[src/rtl/leaf_router_pkg.sv]
// Shared routing constants and destination-decode helpers for the leaf router.
package leaf_router_pkg;
  localparam int DEST_W  = 6;
  localparam int GRP_MSB = 5;
  localparam int GRP_LSB = 2;
  localparam int RID_MSB = 1;
  localparam int RID_LSB = 0;

  function automatic logic is_local(input logic [DEST_W-1:0] dest,
                                    input logic [3:0]        grp,
                                    input logic [1:0]        rid);
    return (dest[GRP_MSB:GRP_LSB] == grp) && (dest[RID_MSB:RID_LSB] == rid);
  endfunction

  // Uplink index for a non-local destination; n_spine is a power of two so masking is the modulo.
  function automatic logic [3:0] spine_target(input logic [DEST_W-1:0] dest,
                                              input logic [3:0]        grp,
                                              input int                n_spine);
    logic [3:0] sel;
    if (dest[GRP_MSB:GRP_LSB] == grp) sel = {2'b00, dest[RID_MSB:RID_LSB]};
    else                              sel = dest[GRP_MSB:GRP_LSB];
    return sel & 4'(n_spine - 1);
  endfunction
endpackage

[src/rtl/leaf_router_param_fifo.sv]
// Synchronous first-word-fall-through FIFO; wrap-bit pointers give full/empty.
module router_sync_fifo #(
  parameter int WIDTH = 22,
  parameter int DEPTH = 8
) (
  input  logic             clk,
  input  logic             reset,
  input  logic             push,
  input  logic             pop,
  input  logic [WIDTH-1:0] din,
  output logic [WIDTH-1:0] dout,
  output logic             full,
  output logic             empty
);
  localparam int AW = $clog2(DEPTH);

  logic [WIDTH-1:0] r_mem [DEPTH];
  logic [AW:0]      r_wr_ptr;
  logic [AW:0]      r_rd_ptr;
  logic             w_wr_en;
  logic             w_rd_en;

  assign w_wr_en = push && !full;
  assign w_rd_en = pop && !empty;

  always_ff @(posedge clk) begin
    if (reset) begin
      r_wr_ptr <= '0;
      r_rd_ptr <= '0;
    end else begin
      if (w_wr_en) r_wr_ptr <= r_wr_ptr + (AW+1)'(1);
      if (w_rd_en) r_rd_ptr <= r_rd_ptr + (AW+1)'(1);
    end
  end

  always_ff @(posedge clk) begin
    if (w_wr_en) r_mem[r_wr_ptr[AW-1:0]] <= din;
  end

  assign dout  = r_mem[r_rd_ptr[AW-1:0]];
  assign empty = (r_wr_ptr == r_rd_ptr);
  assign full  = (r_wr_ptr[AW] != r_rd_ptr[AW]) && (r_wr_ptr[AW-1:0] == r_rd_ptr[AW-1:0]);
endmodule

[src/rtl/leaf_router_param.sv]
// Leaf router: one GPU port and N_SPINE uplinks, buffered inputs, round-robin GPU output,
// saturating count of misrouted spine traffic.
module leaf_router_param
  import leaf_router_pkg::*;
#(
  parameter int         ROUTER_ID  = 3,
  parameter logic [3:0] GROUP_ID   = 4'b0111,
  parameter int         DWIDTH     = 16,
  parameter int         N_SPINE    = 4,
  parameter int         FIFO_DEPTH = 8,
  localparam int        SW         = $clog2(N_SPINE + 1)
) (
  input  logic                      clk,
  input  logic                      reset,
  input  logic [DWIDTH-1:0]         gpu_in_data,
  input  logic [DEST_W-1:0]         gpu_in_dest,
  input  logic                      gpu_in_valid,
  output logic                      gpu_in_ready,
  output logic [DWIDTH-1:0]         gpu_out_data,
  output logic                      gpu_out_valid,
  input  logic                      gpu_out_ready,
  input  logic [N_SPINE*DWIDTH-1:0] sp_in_data,
  input  logic [N_SPINE*DEST_W-1:0] sp_in_dest,
  input  logic [N_SPINE-1:0]        sp_in_valid,
  output logic [N_SPINE-1:0]        sp_in_ready,
  output logic [N_SPINE*DWIDTH-1:0] sp_out_data,
  output logic [N_SPINE-1:0]        sp_out_valid,
  input  logic [N_SPINE-1:0]        sp_out_ready,
  output logic [N_SPINE-1:0]        sp_fifo_full,
  output logic [N_SPINE-1:0]        sp_fifo_empty,
  output logic                      gpu_fifo_full,
  output logic                      gpu_fifo_empty,
  output logic                      busy,
  output logic [SW-1:0]             current_grant,
  output logic [7:0]                drop_count
);
  localparam int            ENTRY_W  = DWIDTH + DEST_W;
  localparam int            NREQ     = N_SPINE + 1;
  localparam logic [1:0]    RID      = 2'(ROUTER_ID);
  localparam logic [SW-1:0] LOOP_IDX = SW'(N_SPINE);

  logic [ENTRY_W-1:0]        w_gpu_head;
  logic [DEST_W-1:0]         w_gpu_dest;
  logic                      w_gpu_local;
  logic [3:0]                w_gpu_tgt;
  logic                      w_gpu_pop;
  logic [ENTRY_W-1:0]        w_sp_head [N_SPINE];
  logic [N_SPINE-1:0]        w_sp_local;
  logic [N_SPINE-1:0]        w_sp_drop;
  logic [N_SPINE-1:0]        w_sp_pop;
  logic [N_SPINE-1:0]        w_sp_can_load;
  logic [N_SPINE-1:0]        w_sp_load;

  logic [NREQ-1:0]           w_req;
  logic [2*NREQ-1:0]         w_req2;
  logic [NREQ-1:0]           w_rot;
  logic [SW-1:0]             w_off;
  logic [SW:0]               w_sum;
  logic [SW-1:0]             w_win;
  logic [SW-1:0]             w_ptr_nxt;
  logic                      w_win_valid;
  logic                      w_gpu_can_load;
  logic                      w_grant;
  logic [DWIDTH-1:0]         w_win_data;
  logic [8:0]                w_drop_sum;

  logic                      r_gpu_out_valid;
  logic [DWIDTH-1:0]         r_gpu_out_data;
  logic [N_SPINE-1:0]        r_sp_out_valid;
  logic [N_SPINE*DWIDTH-1:0] r_sp_out_data;
  logic [SW-1:0]             r_grant;
  logic [SW-1:0]             r_ptr;
  logic [7:0]                r_drop_count;

  router_sync_fifo #(.WIDTH(ENTRY_W), .DEPTH(FIFO_DEPTH)) u_gpu_fifo (
    .clk   (clk),
    .reset (reset),
    .push  (gpu_in_valid),
    .pop   (w_gpu_pop),
    .din   ({gpu_in_dest, gpu_in_data}),
    .dout  (w_gpu_head),
    .full  (gpu_fifo_full),
    .empty (gpu_fifo_empty)
  );

  for (genvar g = 0; g < N_SPINE; g++) begin : g_sp
    router_sync_fifo #(.WIDTH(ENTRY_W), .DEPTH(FIFO_DEPTH)) u_sp_fifo (
      .clk   (clk),
      .reset (reset),
      .push  (sp_in_valid[g]),
      .pop   (w_sp_pop[g]),
      .din   ({sp_in_dest[g*DEST_W +: DEST_W], sp_in_data[g*DWIDTH +: DWIDTH]}),
      .dout  (w_sp_head[g]),
      .full  (sp_fifo_full[g]),
      .empty (sp_fifo_empty[g])
    );

    assign w_sp_local[g]    = is_local(w_sp_head[g][ENTRY_W-1 -: DEST_W], GROUP_ID, RID);
    assign w_sp_drop[g]     = !sp_fifo_empty[g] && !w_sp_local[g];
    assign w_sp_can_load[g] = !r_sp_out_valid[g] || sp_out_ready[g];
    assign w_sp_load[g]     = !gpu_fifo_empty && !w_gpu_local && (w_gpu_tgt == 4'(g))
                              && w_sp_can_load[g];
    // A non-local spine head is discarded immediately, never forwarded to another spine.
    assign w_sp_pop[g]      = w_sp_drop[g] || (w_grant && (w_win == SW'(g)));
  end

  assign w_gpu_dest  = w_gpu_head[ENTRY_W-1 -: DEST_W];
  assign w_gpu_local = is_local(w_gpu_dest, GROUP_ID, RID);
  assign w_gpu_tgt   = spine_target(w_gpu_dest, GROUP_ID, N_SPINE);
  assign w_gpu_pop   = (|w_sp_load) || (w_grant && (w_win == LOOP_IDX));

  // Round-robin: rotate requests so r_ptr sits at bit 0, take the lowest set bit, rotate back.
  assign w_req  = {!gpu_fifo_empty && w_gpu_local, ~sp_fifo_empty & w_sp_local};
  assign w_req2 = {w_req, w_req};
  assign w_rot  = NREQ'(w_req2 >> r_ptr);

  always_comb begin
    w_off = '0;
    for (int i = NREQ - 1; i >= 0; i--) begin
      if (w_rot[i]) w_off = SW'(i);
    end
  end

  assign w_sum          = {1'b0, r_ptr} + {1'b0, w_off};
  assign w_win          = (w_sum >= (SW+1)'(NREQ)) ? SW'(w_sum - (SW+1)'(NREQ)) : SW'(w_sum);
  assign w_ptr_nxt      = (w_win == LOOP_IDX) ? '0 : w_win + SW'(1);
  assign w_win_valid    = |w_req;
  assign w_gpu_can_load = !r_gpu_out_valid || gpu_out_ready;
  assign w_grant        = w_gpu_can_load && w_win_valid;

  always_comb begin
    w_win_data = w_gpu_head[DWIDTH-1:0];
    for (int i = 0; i < N_SPINE; i++) begin
      if (w_win == SW'(i)) w_win_data = w_sp_head[i][DWIDTH-1:0];
    end
  end

  always_comb begin
    w_drop_sum = {1'b0, r_drop_count};
    for (int i = 0; i < N_SPINE; i++) begin
      w_drop_sum = w_drop_sum + 9'(w_sp_drop[i]);
    end
  end

  always_ff @(posedge clk) begin
    if (reset) begin
      r_gpu_out_valid <= 1'b0;
      r_gpu_out_data  <= '0;
      r_sp_out_valid  <= '0;
      r_sp_out_data   <= '0;
      r_grant         <= '0;
      r_ptr           <= '0;
      r_drop_count    <= '0;
    end else begin
      if (w_gpu_can_load) r_gpu_out_valid <= w_win_valid;
      if (w_grant) begin
        r_gpu_out_data <= w_win_data;
        r_grant        <= w_win;
        r_ptr          <= w_ptr_nxt;
      end
      for (int k = 0; k < N_SPINE; k++) begin
        if (w_sp_can_load[k]) r_sp_out_valid[k] <= w_sp_load[k];
        if (w_sp_load[k]) r_sp_out_data[k*DWIDTH +: DWIDTH] <= w_gpu_head[DWIDTH-1:0];
      end
      r_drop_count <= (w_drop_sum > 9'd255) ? 8'hFF : w_drop_sum[7:0];
    end
  end

  assign gpu_in_ready  = !gpu_fifo_full;
  assign sp_in_ready   = ~sp_fifo_full;
  assign gpu_out_valid = r_gpu_out_valid;
  assign gpu_out_data  = r_gpu_out_data;
  assign sp_out_valid  = r_sp_out_valid;
  assign sp_out_data   = r_sp_out_data;
  assign current_grant = r_grant;
  assign drop_count    = r_drop_count;
  assign busy          = !gpu_fifo_empty || !(&sp_fifo_empty) || r_gpu_out_valid
                         || (|r_sp_out_valid);
endmodule
[config.mk]
export PLATFORM = sky130hd
export DESIGN_NAME = leaf_router_param
export DESIGN_NICKNAME = d
export VERILOG_FILES = /design/src/rtl/leaf_router_pkg.sv /design/src/rtl/leaf_router_param_fifo.sv /design/src/rtl/leaf_router_param.sv
export SDC_FILE = /design/constraint.sdc
export NUM_CORES = 1
export LEC_CHECK = 0
export ABC_AREA = 0
export CAP_MARGIN = 40
export CORE_MARGIN = 5
export CORE_UTILIZATION = 46
export CTS_CLUSTER_SIZE = 28
export DETAILED_ROUTE_END_ITERATION = 8
export MAX_ROUTING_LAYER = met4
export PLACE_DENSITY = 0.68
export SLEW_MARGIN = 10
export SYNTH_ARGS = -nofsm -noshare
export SYNTH_HDL_FRONTEND = slang
export SYNTH_HIERARCHICAL = 1
export SYNTH_SLANG_ARGS = --single-unit
[constraint.sdc]
create_clock -name clk -period 7.8 [get_ports clk]
set_input_delay 1.17 -clock clk [delete_from_list [all_inputs] [get_ports clk]]
set_output_delay 1.17 -clock clk [all_outputs]
set_load 0.1 [all_outputs]
==> out/results.ini <==
[status]
status = complete, no violations

[critical_path]
crit_fanout = 23
path_class = reg -> reg
start_kind = register
r2r_end = gpu_out_data[0]
worstPathRequired_ps = 8400
ff2ff_setup_slack_ps = 790
end_kind = register
r2r.worst_path.cells = 24
crit_arrival_ps = 7610

[yosys]
synth_top_area_cell = edfxtp_1
ys_ff_latch = 1034
syn_nets = 2502
avgSynthCellArea_sq_um = 17.9
synth_top_cell_area_share_pct = 62.7
synth_area_leaders = edfxtp_1, mux4_2, dfxtp_1
synth.distinct_cells = 62
ys_async_sr_fraction_pct = 0
synth-edff-count = 880
ys_warn_count = 6
yosysSeqAreaShare_pct = 70.0
syn-cell-area_sq_um = 42100
synthCells = 2356
ys.flop_type = edfxtp_1

[power_and_ir_drop]
leakagePower_nw = 16.9
peakVddDrop_v = 0.000184
power_density_nw_per_um2 = 292

[drt]
routed_wl_microns = 102000
dr.pass1.iters = 5
wl_per_cell_microns = 25.2
drtAntennaViolNets = 0
num_vias = 23130
dr.first_iter.drc_count = 2239
drcViolationCount = 0
via_per_inst = 5.74

[sta]
setup_violations = 0
fin_skew_ps = 35.5
slew_violations = 0
setup_tns_ps = 0
fmax_ghz = 0.143
final.min_clock_period_ps = 7010
max_slew_margin_pct = 43.5
hold_viol = 0
fin_crit_sh_pct = 89.8
tightest_slew_ps = 848
grt_setup_unrepaired = no
holdWs_ps = 492

[clock_network]
cts_setup_buffers = 0
cts_buffers = 105
cts_num_sinks = 1034
clock_path_buffers = 3
cts_hold_buf = 0
cts_tree = built
root_buffer = clkbuf_16
htree_levels = 3
clk_latency_ps = 690
clk_pin_slew_ps = 60
cts_repair_resize_count = 0

[die]
dieArea_sq_um = 97800
start_util_pct = 46.2
core_area_sq_um = 91200
die-height_microns = 313
pin_count = 234
die_x_microns = 313
rows = 111

[final_layout]
drive_gt1_share_pct = 27.4
final_util_pct = 56.4
area_delta_synth_final_pct = 22.2
final_common_cell = edfxtp_1
final_area_sq_um = 51500
fin_nets = 2894
stdcell_count = 4033
mostFrequentLayoutCells = edfxtp_1, clkdlybuf4s50_1, mux4_2

[global_routing]
antenna_found_initial = 8
grt_usage_pct = 21.2
grt_overflow = 0
grt_pass1_wl_microns = 152000
grt_pass1_vias = 23534
grt_max_degree = 104

[hold_path]
hold_path_class = reg -> reg
worstHoldPathCells = 2
holdCritStartpoint = sp_out_data[41]
min_to = sp_out_data[41]

[placed_design]
place_congestion = 0.848
hpwl_microns = 65500
postPlaceCellArea_sq_um = 48000
place_inst = 3825
port_buffers = 233

[flow_run]
cap_violations = 0

[cells by family (layout without fill, tap and decap cells)]
group | count (synthesis) | count (layout) | share of synthesized area, %
flops | 1034 | 1034 | 70.0
mux | 474 | 474 | 18.2
simple gates | 434 | 434 | 5.36
buf+inv | 192 | 675 | 2.16
compound gates | 154 | 154 | 2.51
xor+xnor | 44 | 44 | 0.915
fa+ha+maj | 24 | 24 | 0.784
other cells | 0 | 8 | 0
[per-stage QoR]
stage | total power [mW] | setup WS [ps]
2_1_floorplan | 8.91 | 808
3_3_place_gp | 9.82 | 1010
5_1_grt | 15.6 | 338
3_5_place_dp | 10.2 | 895
4_1_cts | 15.2 | 816
6_report | 15.0 | 793
[how the worst max path moves through the flow]
stage,start,endpoint,depth (start not counted)
2_1_floorplan,u_gpu_fifo/r_wr_ptr[1],register,26
5_1_grt,register,gpu_out_data[0],24
3_3_place_gp,register,gpu_out_data[4],24
4_1_cts,register,gpu_out_data[0],25
6_report,register,gpu_out_data[0],24
3_5_place_dp,register,gpu_out_data[0],25
[cells in the mapped netlist, types with 3 or more instances]
library cell and number:
a211o_1 5, a211oi_1 5, a21oi_1 77, a311o_1 5, a32oi_1 15, a41oi_1 12, and3_1 3, and4_1 6
buf_1 11, buf_2 40, buf_4 14, buf_6 10, clkbuf_1 59, clkbuf_2 6, dfxtp_1 154, edfxtp_1 880
fa_1 4, ha_1 20, inv_1 51, mux2_1 13, mux2_2 135, mux2i_1 105, mux4_2 220, nand2_1 63
nand2b_1 31, nand3_1 10, nand3b_1 8, nand4_1 13, nand4b_1 4, nor2_1 144, nor2b_1 40, nor3_1 39
nor3b_1 12, nor4_1 27, nor4_2 5, nor4b_1 14, o21ai_0 5, o311ai_0 5, o41a_1 8, or2_2 7
or3_1 5, xnor2_1 22, xor2_1 22
[power breakdown]
part           internal, mW  leakage (nW)  total (mW)  switching (mW)
Sequential             6.23          9.25        6.44           0.209
Combinational          1.55          6.02        3.68            2.13
Clock                  2.81          1.66        4.89            2.08
Total                  10.6          16.9        15.0            4.42
[worst max-delay path: stages (launching register included)]
cell and delay [ps]:
dfxtp_2 720, mux4_2 400, mux2_2 270, nand2b_1 220, nor3_2 600, a22oi_1 220, mux2_2 330, o21ai_0 260
o221a_2 250, ha_1 170, inv_1 60, fa_1 530, ha_1 240, nand2b_1 90, a221oi_2 390, mux2i_1 330
inv_1 100, ha_1 210, ha_1 220, nor2b_1 560, buf_4 290, a32oi_1 120, nand2_1 100, a21oi_1 50
nor3_1 140
[per-layer routing]
layer | vias to the layer above | global-route usage (%) | wire (microns)
met5 | - | - | 0
met4 | 0 | 5.51 | 2340
met3 | 147 | 3.44 | 6860
met2 | 793 | 34.2 | 50200
met1 | 12041 | 28.5 | 42400
li1 | 10149 | - | -
[sequential cells by signal, indices dropped and copies added, names as in the netlist, named ones only]
name / flops
g_sp.u_sp_fifo/r_mem: 704
u_gpu_fifo/r_mem: 176
sp_out_data: 64
g_sp.u_sp_fifo/r_rd_ptr: 16
g_sp.u_sp_fifo/r_wr_ptr: 16
gpu_out_data: 16
drop_count: 8
sp_out_valid: 4
u_gpu_fifo/r_rd_ptr: 4
u_gpu_fifo/r_wr_ptr: 4
current_grant: 3
r_ptr: 3
gpu_out_valid: 1
[cell type report]
cell class	count	area, sq um
Multi-Input combinational cell	1130	12000
Antenna cell	8	20.0
Tap cell	1186	1480
Sequential cell	1034	29500
Inverter	52	198
Clock buffer	147	2900
Fill cell	6621	39800
Timing Repair Buffer	425	4870
Clock inverter	51	515
(Power assumes the default switching activity.)
